[src/rtl/i2c_mem_slave.sv]
// I2C target with a 2**AW-byte register file, auto-incrementing pointer, oversampled SCL/SDA.
// Latency: sda_oe updates three clk after the SCL edge reaches the pins; flow control is the I2C ACK/NACK bit.
module i2c_mem_slave #(
  parameter logic [6:0] DEV_ADDR = 7'h50,
  parameter int         AW       = 4
) (
  input  logic          clk,
  input  logic          Reset,
  input  logic          scl_i,
  input  logic          sda_i,
  output logic          sda_oe,
  output logic          busy,
  output logic          wr_pulse,
  input  logic [AW-1:0] dbg_addr,
  output logic [7:0]    dbg_data
);

  typedef enum logic [3:0] {
    IDLE, ADDR, ADDR_ACK, PTR, PTR_ACK, WDATA, WDATA_ACK, RDATA, RDATA_ACK, WAIT_STOP
  } state_t;

  state_t        state;
  logic          scl_m, scl_s, scl_p;
  logic          sda_m, sda_s, sda_p;
  logic          scl_rise, scl_fall, start_det, stop_det;
  logic [3:0]    cnt;
  logic [6:0]    sh;
  logic [6:0]    tx;
  logic          ack_on;
  logic          rw;
  logic [AW-1:0] ptr;
  logic [7:0]    mem [2**AW];
  logic [7:0]    rx_byte;
  logic          last_bit;

  // Synchronisers reset to the idle bus level so release of reset never looks like an edge.
  always_ff @(posedge clk) begin
    if (!Reset) begin
      scl_m <= 1'b1; scl_s <= 1'b1; scl_p <= 1'b1;
      sda_m <= 1'b1; sda_s <= 1'b1; sda_p <= 1'b1;
    end else begin
      scl_m <= scl_i; scl_s <= scl_m; scl_p <= scl_s;
      sda_m <= sda_i; sda_s <= sda_m; sda_p <= sda_s;
    end
  end

  assign scl_rise  = scl_s & ~scl_p;
  assign scl_fall  = ~scl_s & scl_p;
  assign start_det = scl_s & scl_p & sda_p & ~sda_s;
  assign stop_det  = scl_s & scl_p & ~sda_p & sda_s;
  assign rx_byte   = {sh, sda_s};
  assign last_bit  = scl_rise && (cnt == 4'd7);
  assign dbg_data  = mem[dbg_addr];

  always_ff @(posedge clk) begin
    if (!Reset) begin
      state    <= IDLE;
      sda_oe   <= 1'b0;
      busy     <= 1'b0;
      wr_pulse <= 1'b0;
      ptr      <= '0;
      cnt      <= 4'd0;
      sh       <= 7'd0;
      tx       <= 7'd0;
      ack_on   <= 1'b0;
      rw       <= 1'b0;
      for (int i = 0; i < 2**AW; i++) mem[i] <= 8'h00;
    end else begin
      wr_pulse <= 1'b0;
      if (state != IDLE && stop_det) begin
        state  <= IDLE;
        busy   <= 1'b0;
        sda_oe <= 1'b0;
        ack_on <= 1'b0;
      end else if (start_det) begin
        state  <= ADDR;
        busy   <= 1'b1;
        cnt    <= 4'd0;
        sda_oe <= 1'b0;
        ack_on <= 1'b0;
      end else begin
        case (state)
          ADDR, PTR, WDATA: begin
            if (scl_rise) begin
              sh  <= rx_byte[6:0];
              cnt <= last_bit ? 4'd0 : cnt + 4'd1;
            end
            if (last_bit) begin
              if (state == ADDR) begin
                rw    <= rx_byte[0];
                state <= (rx_byte[7:1] == DEV_ADDR) ? ADDR_ACK : WAIT_STOP;
              end else if (state == PTR) begin
                ptr   <= rx_byte[AW-1:0];
                state <= PTR_ACK;
              end else begin
                mem[ptr] <= rx_byte;
                wr_pulse <= 1'b1;
                ptr      <= ptr + 1'b1;
                state    <= WDATA_ACK;
              end
            end
          end
          ADDR_ACK, PTR_ACK, WDATA_ACK: begin
            // First falling edge drives the ACK, the second one ends the ACK clock.
            if (scl_fall) begin
              if (!ack_on) begin
                sda_oe <= 1'b1;
                ack_on <= 1'b1;
              end else begin
                sda_oe <= 1'b0;
                ack_on <= 1'b0;
                cnt    <= 4'd0;
                if (state == ADDR_ACK && rw) begin
                  tx     <= mem[ptr][6:0];
                  sda_oe <= ~mem[ptr][7];
                  cnt    <= 4'd1;
                  state  <= RDATA;
                end else if (state == ADDR_ACK) begin
                  state <= PTR;
                end else begin
                  state <= WDATA;
                end
              end
            end
          end
          RDATA: begin
            if (scl_fall) begin
              if (cnt == 4'd8) begin
                sda_oe <= 1'b0;
                ptr    <= ptr + 1'b1;
                state  <= RDATA_ACK;
              end else begin
                sda_oe <= ~tx[6];
                tx     <= {tx[5:0], 1'b0};
                cnt    <= cnt + 4'd1;
              end
            end
          end
          RDATA_ACK: begin
            if (scl_rise && sda_s) begin
              state <= WAIT_STOP;
            end else if (scl_fall) begin
              tx     <= mem[ptr][6:0];
              sda_oe <= ~mem[ptr][7];
              cnt    <= 4'd1;
              state  <= RDATA;
            end
          end
          WAIT_STOP: sda_oe <= 1'b0;
          default: ;
        endcase
      end
    end
  end

endmodule

[config.mk]
export PLATFORM = sky130hd
export DESIGN_NAME = i2c_mem_slave
export DESIGN_NICKNAME = d
export VERILOG_FILES = /design/src/rtl/i2c_mem_slave.sv
export SDC_FILE = /design/constraint.sdc
export NUM_CORES = 1
export LEC_CHECK = 0
export CAP_MARGIN = 10
export CORE_AREA = 5 5 125 127
export DETAILED_ROUTE_END_ITERATION = 6
export DIE_AREA = 0 0 130 132
export DONT_BUFFER_PORTS = 1
export PLACE_DENSITY = 0.8
export SYNTH_ARGS = -nofsm -noshare
export SYNTH_HDL_FRONTEND = slang
export SYNTH_SLANG_ARGS = --single-unit
export TNS_END_PERCENT = 10
[constraint.sdc]
create_clock -name clk -period 5.9 [get_ports clk]
set_input_delay 1.18 -clock clk [delete_from_list [all_inputs] [get_ports clk]]
set_output_delay 1.18 -clock clk [all_outputs]
set_load 0.005 [all_outputs]
After elaboration in Yosys (flattened, before gate mapping)
Memories as Yosys holds them, arrays and structs flattened. A register that Yosys moved wholly into a read port is not among the register bits. Index checks and enable logic that the tools add are counted.

Bits in writable memories: 128. Logic and storage cells: 155. Memories: 1. Register bits: 37.

Memories: mem (words 16, bits a word 8, rd ports 2, clocked after memory_dff 1, wr ports 16, line 32) `logic [7:0] mem [2**AW];`.

Equality and inequality tests: 33. $add $sub $neg: 2. Reduce and logical (&&, ||, !) cells: 24. Mux-type cells: 62. Bitwise logic cells: 16.

Operators with widths (number): 4-bit two-way mux (26); 7-bit two-way mux (7); 4-bit one-hot mux with 4 select lines (2); 3-bit != test, second input constant (10); 7-bit one-hot mux with 3 select lines (1); 7-bit AND reduction (3); 4-bit by 3-bit equality test with 1-bit output, second input constant (5); 1-bit two-way mux (20); 2-bit != test, second input constant (10); 4-bit equality test, second input constant (3); 4-bit nonzero test (3); 10-bit AND reduction (1); 5-bit AND reduction (2); 1-bit inverter (9); 9-bit AND reduction (1); 3-bit OR reduction (3); 4-bit by 1-bit adder with 4-bit output, second input constant (2); 4-bit by 2-bit equality test with 1-bit output, second input constant (2); 8-bit two-way mux (1); 4-bit one-hot mux with 2 select lines (1); 8-bit OR reduction (1); 1-bit AND (7); 7-bit equality test, second input constant (1); 3-bit two-way mux (2); other kinds (11) (14).

Depth between registers and ports, before layout
Gate-level depths: netlist (run 1).

Depth after elaboration: 11. Gate-level depth with buffers: 8. Depth with buffers taken out: 7.

Least setup slack after synthesis (run 1)
No wires, ideal clock.

Path type: in2out. From: input dbg_addr[0]. To: output dbg_data[0]. Arrival: 2.693 ns. Setup slack: 2.027 ns. Buffers on the path: 2. Stages: 4. Required time: 4.720 ns. Cells stage by stage: clkbuf_1 > buf_2 > mux4_2 > mux4_2.

Longest elaborated chain between the ends: 1.

Ends and longest elaborated chain: start: declaration (line 14) `input logic [AW-1:0] dbg_addr,`; memory 16 x 8 bit; end: declaration (line 15) `output logic [7:0] dbg_data`.

No other way between the ends.

==> results of run 1 <==
==> state kept, by name (all words and copies together) (netlist names), named ones only <==
name,count
sda_s,1
sda_m,1
scl_m,1
scl_p,1
sda_oe,1
ptr,4
scl_s,1
mem,128
sda_p,1
tx,7
ack_on,1
state,4
busy,1
rw,1
cnt,4
sh,7
wr_pulse,1
==> metrics by stage <==
step	std cells	setup slack, ps	hold slack, ps	power (mW)	utilization (%)
2_1_floorplan	714	2030	386	1.88	-
3_3_place_gp	845	2170	392	1.92	63.8
3_5_place_dp	845	2010	396	1.94	63.8
4_1_cts	877	2460	412	2.99	67.8
5_1_grt	877	2230	421	3.11	67.8
6_report	877	2390	408	3.00	67.8
==> worst max-delay path, stage by stage <==
cell and delay (ps):
inv_1 220, nor4_4 610, or3b_2 660, o21ai_0 880
==> cells in the final DEF (no fill, tap or decap), types with 7 or more instances in the layout <==
cell type | netlist | routed
and2_1 | 115 | 115
inv_1 | 11 | 11
nand3_1 | 11 | 11
nand2_1 | 34 | 34
o21ai_0 | 23 | 23
nor2b_1 | 10 | 10
nand2b_1 | 11 | 11
mux4_2 | 68 | 68
dfxtp_1 | 41 | 40
a21oi_1 | 26 | 26
mux2i_1 | 31 | 31
nor3_1 | 22 | 22
nor2_1 | 37 | 37
clkbuf_16 | 0 | 17
edfxtp_1 | 128 | 128
a211oi_1 | 7 | 7
==> power by group through the flow <==
stage	Combinational, mW	Clock [mW]	Sequential, mW
3_5_place_dp	0.472	0	1.47
3_3_place_gp	0.458	0	1.46
4_1_cts	0.477	1.07	1.44
6_report	0.485	1.07	1.45
5_1_grt	0.523	1.13	1.46
2_1_floorplan	0.490	0	1.39
==> final timing paths <==
kind              cells after the start  slack, ps   endpoint  startpoint
hold reg to reg                       1        410      sda_s       sda_m
setup / recovery                      4       2390  mem[3][5]       Reset
setup reg to reg                      3       2540  mem[9][2]    state[0]
hold / removal                        1        410      sda_s       sda_m
==> layer usage <==
metal	wire length (um)	GRT usage [%]
met5	20	0
met4	1010	13.4
met3	2880	9.36
met2	11300	42.5
met1	8730	40.3
==> area by class of cell <==
type / count / area (sq um) / area share, %
flip-flops and latches: 169 / 4670 / 48.1
multi-input cells: 478 / 4180 / 43.1
clock buffers: 20 / 447 / 4.60
well taps: 184 / 230 / 2.37
clock inverters: 12 / 118 / 1.21
inverters: 11 / 41.3 / 0.426
repair buffers: 3 / 22.5 / 0.232
==> synthesized netlist by cell type, types with 3 or more instances <==
cell	number	area share, %
ha_1	6	0.82
nand3_1	11	0.60
dfxtp_1	41	8.9
a211oi_1	7	0.57
a21oi_1	26	1.4
edfxtp_1	128	42
clkbuf_1	34	1.4
mux2i_1	31	3.4
a31oi_1	3	0.20
buf_1	4	0.16
a221oi_1	5	0.48
nand3b_1	6	0.49
nand2b_1	11	0.75
mux4_2	68	17
o22ai_1	5	0.34
inv_1	11	0.45
nand2_1	34	1.4
buf_2	11	0.60
and2_1	115	7.8
o221ai_1	6	0.57
o21ai_0	23	1.3
nor3_1	22	1.2
nor2b_1	10	0.68
nor2_1	37	1.5
buf_6	3	0.37
==> cells by family (layout without fill, tap and decap cells) <==
family / after synthesis / after routing / share of synthesized area [%]
xor gates and xnor gates: 2 / 2 / 0.191
muxes: 99 / 99 / 20.1
DFF: 169 / 169 / 50.8
and+or+nand+nor: 273 / 273 / 17.2
buffers and inverters: 67 / 46 / 3.64
adders and majority gates: 7 / 7 / 0.927
AOI/OAI and AO/OA: 97 / 97 / 7.10
==> out/results.tsv, run 1 <==
stage	metric	value	unit
route	drt_wl_total	24000	um
pwr	p_int	2.14	mW
timing	period_minus_slack	3510	ps
pwr	vdd_drop_max	234	uV
timing	rsz0062_at_grt	no	
timing	fmax	0.285	GHz
timing	setup_violations	0	
synthesis	ys_seq_elements	169	
pwr	p_leak	3.23	nW
layout	diodes	0	
status	outcome	finished clean	
synthesis	synth_edf_count	128	
worst_setup_path	cp_max_fo	39	
clock_network	ctsHoldBuffers	0	
clock_network	cts-buffers-inserted	17	
synthesis	syn_area_per_cell	12.9	sq um
global_route	grt_max_degree	40	
global_route	grtUsageTotal	29.2	%
worst_setup_path	critPathRequiredTime	5950	ps
layout	postLayoutCellArea	9700	sq um
pwr	power.net_switching	0.858	mW
floorplanning	start_util	64.1	%
route	dr_total_vias	6227	
synthesis	synth_fp_nets	728	
worst_setup_path	cp.arrival	3560	ps
floorplanning	fp.dieArea	17200	sq um
worst_setup_path	crit_path_start_kind	primary input	
synthesis	synth-main-ff-cell	edfxtp_1	
route	drt_iter0_drc	856	
clock_network	clk_latency	440	ps
floorplanning	row_count	44	
layout	area_growth	5.73	%
timing	drv_slew	0	
route	dr.pass1.iters	5	
synthesis	synthArstFlopShare	0	%
global_route	grt_pass1_wl	36300	um
timing	relSlewSlack	24.5	%
worst_hold_path	worstHoldPathType	register to register	
pwr	p_per_area	309	nW/um^2
synthesis	synth_warnings	0	
clock_network	htree_levels	4	
timing	finClkSkew	11.3	ps
synthesis	synth_cells	714	
timing	finalCritPeriodShare	59.4	%
route	ant_nets	0	
floorplanning	io_pins	19	
job	drv_cap	0	
route	drc_errors	0	
pwr	clock_power_share	35.7	%
global_route	antenna_found_initial	1	
clock_network	clk_pin_slew_worst_paths	70	ps
route	vias_per_cell	7.10	
synthesis	netlist_area	9180	sq um
placement	dpl.hpwl	16200	um
clock_network	post-cts-setup-buffer-count	0	
timing	hold_viol_final	0	
global_route	grt-ovfl-total	0	
floorplanning	coreArea	14300	sq um
placement	gp_congestion	0.932	
timing	tightest_slew	1130	ps
floorplanning	dieWidth	130	um
global_route	first_global_vias	5880	
clock_network	post_cts_resized	0	
timing	fin_tns_setup	0	ps
clock_network	cts_sinks	169	
worst_setup_path	critPathKind	primary input to register	
pwr	p_comb_share	16.1	%
synthesis	ys_seq_area_share	50.8	%
clock_network	root_buffer	clkbuf_16	
placement	port_buffers	0	
layout	drive_gt1_share	17.3	%
clock_network	cts_tree	built	
layout	fillCellCount	988	
placement	place_area	9140	sq um
route	routedWlPerCell	27.3	um
synthesis	synth.distinct_cells	64	
clock_network	clockBufferDepth	2	
layout	nNetsFinal	694	
pwr	seqPwrFrac	48.2	%
floorplanning	die_y	132	um
worst_setup_path	end_kind	register	
pwr	swShare	28.6	%
(Power assumes the default switching activity.)
==> run 2, diff against run 1 <==
Settings changed: CORE_AREA 5 5 125 127 to 5 5 126 128, DIE_AREA 0 0 130 132 to 0 0 131 133, PLACE_DENSITY 0.8 to 0.79.
Clock period 5.9 ns to 3.5 ns, I/O delays scaled along.
==> out/results.tsv, run 2 (synthesis gave the netlist of run 1 again) <==
stage	metric	value	unit	change
clock_network	root_buffer	clkbuf_16		
layout	layout_common_cells	edfxtp_1, and2_1, mux4_2, dfxtp_1, nor2_1		
floorplanning	die_y	133	um	+0.76%
route	routedWlPerCell	24.7	um	-9.8%
global_route	grtUsageTotal	27.0	%	-2.2 points
route	dr_total_vias	6119		-1.7%
clock_network	cts_sinks	169		unchanged
placement	dpl.hpwl	15500	um	-3.9%
layout	reg_top3	mem: 128 flops, sh: 7 flops, tx: 7 flops		
placement	port_buffers	0		unchanged
global_route	antenna_found_initial	0		-1
timing	finalCritPeriodShare	77.3	%	
clock_network	htree_levels	4		unchanged
floorplanning	fp.dieArea	17400	sq um	+1.5%
route	vias_per_cell	6.77		-4.7%
layout	fin_util	67.2	%	-0.63 points
pwr	p_per_area	521	nW/um^2	+68%
worst_setup_path	cp_max_fo	17		-56%
worst_hold_path	worstHoldPathType	primary input to register		
job	drv_cap	0		unchanged
worst_setup_path	cp_slowest_stage_delay	650	ps	-230 ps
global_route	grt_max_degree	40		unchanged
route	drt_iter0_drc	984		+15%
clock_network	cts_tree	built		
timing	finClkSkew	9.19	ps	-2.14 ps
worst_setup_path	crit_path_start_kind	register		
clock_network	cts-buffers-inserted	17		unchanged
layout	drive_gt1_share	20.1	%	+2.8 points
layout	diodes	0		unchanged
timing	rsz0062_at_grt	no		
pwr	vdd_drop_max	382	uV	+64%
timing	fin_tns_setup	0	ps	unchanged
global_route	grt_pass1_wl	34700	um	-4.5%
timing	drv_slew	0		unchanged
route	drc_errors	0		unchanged
clock_network	post-cts-setup-buffer-count	0		unchanged
clock_network	clk_latency	430	ps	about the same
clock_network	ctsHoldBuffers	0		unchanged
placement	gp_congestion	0.941		+1.0%
pwr	p_leak	3.37	nW	+4.3%
worst_setup_path	critPathKind	register to register		
worst_setup_path	end_kind	register		
timing	setup_violations	0		unchanged
floorplanning	row_count	45		+2.3%
status	outcome	finished clean		
worst_setup_path	cp.arrival	2850	ps	-710 ps
floorplanning	dieWidth	131	um	+0.77%
worst_setup_path	r2r-start	state[0]		
timing	hold_viol_final	0		unchanged
worst_setup_path	crit_chain	nor2b_1, nand2_1, o21ai_0, buf_4		
worst_setup_path	crit_start	state[0]		
timing	fmax	0.369	GHz	
layout	final_common_cell	edfxtp_1		
timing	period_minus_slack	2710	ps	
global_route	first_global_vias	5938		+0.99%
worst_setup_path	cp_slowest_cell	dfxtp_1		
layout	nNetsFinal	717		+3.3%
worst_hold_path	hold_path_startpoint	Reset		
clock_network	post_cts_resized	0		unchanged
worst_setup_path	critPathRequiredTime	3640	ps	-2310 ps
layout	largest_register_ffs	128		unchanged
floorplanning	start_util	62.2	%	-1.9 points
global_route	grt-ovfl-total	0		unchanged
timing	relSlewSlack	38.4	%	+14 points
route	dr.pass1.iters	6		+1
layout	largest_register	mem		
route	drt_wl_total	22300	um	-7.0%
route	ant_nets	0		unchanged
layout	area_growth	7.95	%	
floorplanning	io_pins	19		unchanged
layout	fillCellCount	1040		+5.3%
clock_network	clk_pin_slew_worst_paths	70	ps	about the same
floorplanning	coreArea	14800	sq um	+3.1%
clock_network	clockBufferDepth	2		unchanged
timing	tightest_slew	922	ps	-208 ps
[run 2: final cells by class]
| type | count | area [sq um] | area share [%] |
|---|---|---|---|
| multi-input cells | 478 | 4180 | 42.2 |
| inverters | 11 | 41.3 | 0.417 |
| clock inverters | 15 | 165 | 1.67 |
| clock buffers | 17 | 425 | 4.29 |
| repair buffers | 26 | 195 | 1.97 |
| flip-flops and latches | 169 | 4670 | 47.1 |
| well taps | 188 | 235 | 2.37 |
[run 2: final timing paths]
kind	to	slack [ps]	cells after the start
hold reg to reg	sda_s	410	1
setup / recovery	mem[10][6]	790	4
hold / removal	sda_p	350	1
setup reg to reg	mem[10][6]	790	4
[run 2: layer usage]
| metal | global-route usage [%] | vias up | routed length, um |
|---|---|---|---|
| met3 | 5.45 | 58 | 1930 |
| met4 | 10.6 | 0 | 777 |
| li1 | - | 2688 | - |
| met1 | 38.6 | 3036 | 8860 |
| met2 | 41.0 | 337 | 10700 |
| met5 | 0 | - | 0 |
[run 2: where the power goes]
| group | switching (mW) | internal (mW) | total (mW) |
|---|---|---|---|
| clock | 0.823 | 1.07 | 1.89 |
| sequential | 0.123 | 2.26 | 2.38 |
| combinational | 0.511 | 0.380 | 0.891 |
[run 2: per-stage QoR]
step           std cells  setup WS [ps]  power, mW  cell area (sq um)  hold slack [ps]
2_1_floorplan        714            587       3.16               9180              386
3_5_place_dp         872            734       3.29               9320              398
4_1_cts              904            844       5.15               9910              337
6_report             904            793       5.16               9910              354
5_1_grt              904            582       5.35               9910              334
3_3_place_gp         872            801       3.25               9320              391
[run 2: worst max-delay path, delay by kind of cell, from the launching register on]
kind / cells / cell delay [ps]
buffers and inverters: 1 / 230
and+or+nand+nor: 2 / 1100
DFF: 1 / 650
AOI/OAI and AO/OA: 1 / 430
==> run 3, diff against run 2 <==
Settings changed: CORE_AREA 5 5 126 128 to 5 5 132 134, DIE_AREA 0 0 131 133 to 0 0 137 139, PLACE_DENSITY 0.79 to 0.76.
Clock period 3.5 ns to 2.47 ns, I/O delays scaled along.
==> out/results.tsv, run 3 (synthesis gave the netlist of run 1 again) <==
stage	metric	value	unit	change
status	outcome	finished clean		
clock_network	cts_sinks	169		unchanged
clock_network	htree_levels	4		unchanged
route	vias_per_cell	6.51		-3.8%
floorplanning	start_util	56.8	%	-5.5 points
clock_network	clk_pin_slew_worst_paths	70	ps	about the same
job	drv_cap	0		unchanged
clock_network	clk_latency	440	ps	about the same
timing	whs	135	ps	-219 ps
route	dr.pass1.iters	5		-1
worst_setup_path	cp_slowest_cell	mux4_2		
global_route	first_global_vias	6212		+4.6%
worst_setup_path	ff2ff_setup_slack	70	ps	-720 ps
timing	drv_slew	0		unchanged
timing	fmax	0.406	GHz	
placement	dpl.hpwl	16400	um	+5.7%
clock_network	cts-buffers-inserted	17		unchanged
worst_setup_path	end_kind	output pin		
layout	fin_util	63.1	%	-4.1 points
placement	place_area	9620	sq um	+3.2%
layout	postLayoutCellArea	10200	sq um	+2.9%
worst_setup_path	crit_path_start_kind	register		
floorplanning	coreArea	16200	sq um	+9.6%
floorplanning	fp.dieArea	19000	sq um	+9.3%
global_route	grt_max_degree	40		unchanged
route	drt_wl_total	23400	um	+4.8%
route	dr_total_vias	6307		+3.1%
timing	tightest_slew	660	ps	-263 ps
pwr	p_leak	3.53	nW	+4.5%
layout	nNetsFinal	750		+4.6%
worst_hold_path	hold_end	scl_s		
layout	largest_register_ffs	128		unchanged
worst_hold_path	worstHoldPathType	primary input to register		
placement	gp_congestion	0.879		-6.7%
pwr	p_per_area	720	nW/um^2	+38%
route	ant_nets	0		unchanged
worst_hold_path	hold_depth	1		unchanged
timing	rsz0062_at_grt	yes		
worst_setup_path	critPathTopFamily	multiplexers		
layout	layout_common_cells	edfxtp_1, and2_1, mux4_2, buf_4, dfxtp_1		
pwr	vdd_drop_max	757	uV	+98%
global_route	grt_pass1_wl	36200	um	+4.5%
route	drt_iter0_drc	857		-13%
worst_setup_path	cp_slowest_stage_delay	540	ps	-110 ps
global_route	grt-ovfl-total	0		unchanged
worst_setup_path	crit_start	mem[2][2]		
timing	setup_violations	0		unchanged
worst_setup_path	reg2regPathDepth	7		+3
worst_setup_path	r2r-start	cnt[1]		
worst_hold_path	hold_path_startpoint	Reset		
worst_setup_path	crit_chain	mux4_2, mux4_2		
clock_network	post-cts-setup-buffer-count	0		unchanged
layout	largest_register	mem		
floorplanning	die_y	139	um	+4.5%
floorplanning	dieWidth	137	um	+4.6%
timing	finalCritPeriodShare	99.7	%	
layout	area_growth	11.1	%	
worst_setup_path	critPathRequiredTime	1980	ps	-1660 ps
clock_network	cts_tree	built		
global_route	grtUsageTotal	25.6	%	-1.4 points
global_route	antenna_found_initial	0		unchanged
timing	finClkSkew	8.34	ps	-0.844 ps
worst_setup_path	cp_max_fo	2		-15
timing	hold_viol_final	0		unchanged
placement	port_buffers	0		unchanged
route	drc_errors	0		unchanged
layout	drive_gt1_share	23.8	%	+3.7 points
timing	relSlewSlack	55.4	%	+17 points
floorplanning	row_count	47		+4.4%
clock_network	clockBufferDepth	2		unchanged
clock_network	post_cts_resized	0		unchanged
clock_network	ctsHoldBuffers	0		unchanged
layout	final_common_cell	edfxtp_1		
worst_setup_path	critical_path_buf_inv_count	0		-1
worst_setup_path	r2r-end	mem[9][7]		
clock_network	root_buffer	clkbuf_16		
worst_setup_path	cp_common_cell	mux4_2		
layout	diodes	0		unchanged
layout	reg_top3	mem: 128 flops, sh: 7 flops, tx: 7 flops		
floorplanning	io_pins	19		unchanged
timing	period_minus_slack	2460	ps	
worst_setup_path	critPathKind	register to output pin		
route	routedWlPerCell	24.1	um	-2.2%
worst_setup_path	cp.arrival	1970	ps	-880 ps
run 3: power by group:
part	total, mW	switching (mW)	leakage, nW	internal [mW]
sequential	3.31	0.112	1.60	3.19
combinational	1.44	0.823	1.65	0.615
clock	2.60	1.25	0.279	1.35
total	7.35	2.19	3.53	5.16
run 3: metal layers:
metal,global-route usage (%),up-vias,part of all wire (%),wire (um)
met4,8.93,0,3.5,814
met1,35.0,3130,39,9030
met5,0,-,0,0
met2,38.9,356,47,11100
met3,7.98,67,10,2420
li1,-,2754,-,-
run 3: layout make-up:
| cell class | count | area (sq um) |
|---|---|---|
| Clock inverter | 14 | 146 |
| Multi-Input combinational cell | 478 | 4180 |
| Clock buffer | 18 | 429 |
| Inverter | 11 | 41.3 |
| Fill cell | 1181 | 5970 |
| Sequential cell | 169 | 4670 |
| Timing Repair Buffer | 59 | 455 |
| Tap cell | 220 | 275 |
run 3: worst max-delay path by stage:
stage	endpoint	slack (ps)	cells past startpoint
after global routing	mem[11][6]	-80	7
final	dbg_data[2]	7	2
after CTS	mem[3][7]	8	6
after floorplan	mem[3][0]	-220	6
after global placement	mem[3][1]	80	6
after detailed placement	mem[3][1]	20	6
run 3: metrics by stage:
step | power [mW] | setup TNS, ps | setup WS (ps) | instances
6_report | 7.35 | 0 | 7.46 | 969
5_1_grt | 7.62 | -1930 | -84.4 | 969
4_1_cts | 7.34 | 0 | 7.67 | 969
3_5_place_dp | 4.77 | 0 | 21.1 | 937
3_3_place_gp | 4.71 | 0 | 75.4 | 937
2_1_floorplan | 4.48 | -7240 | -222 | 714
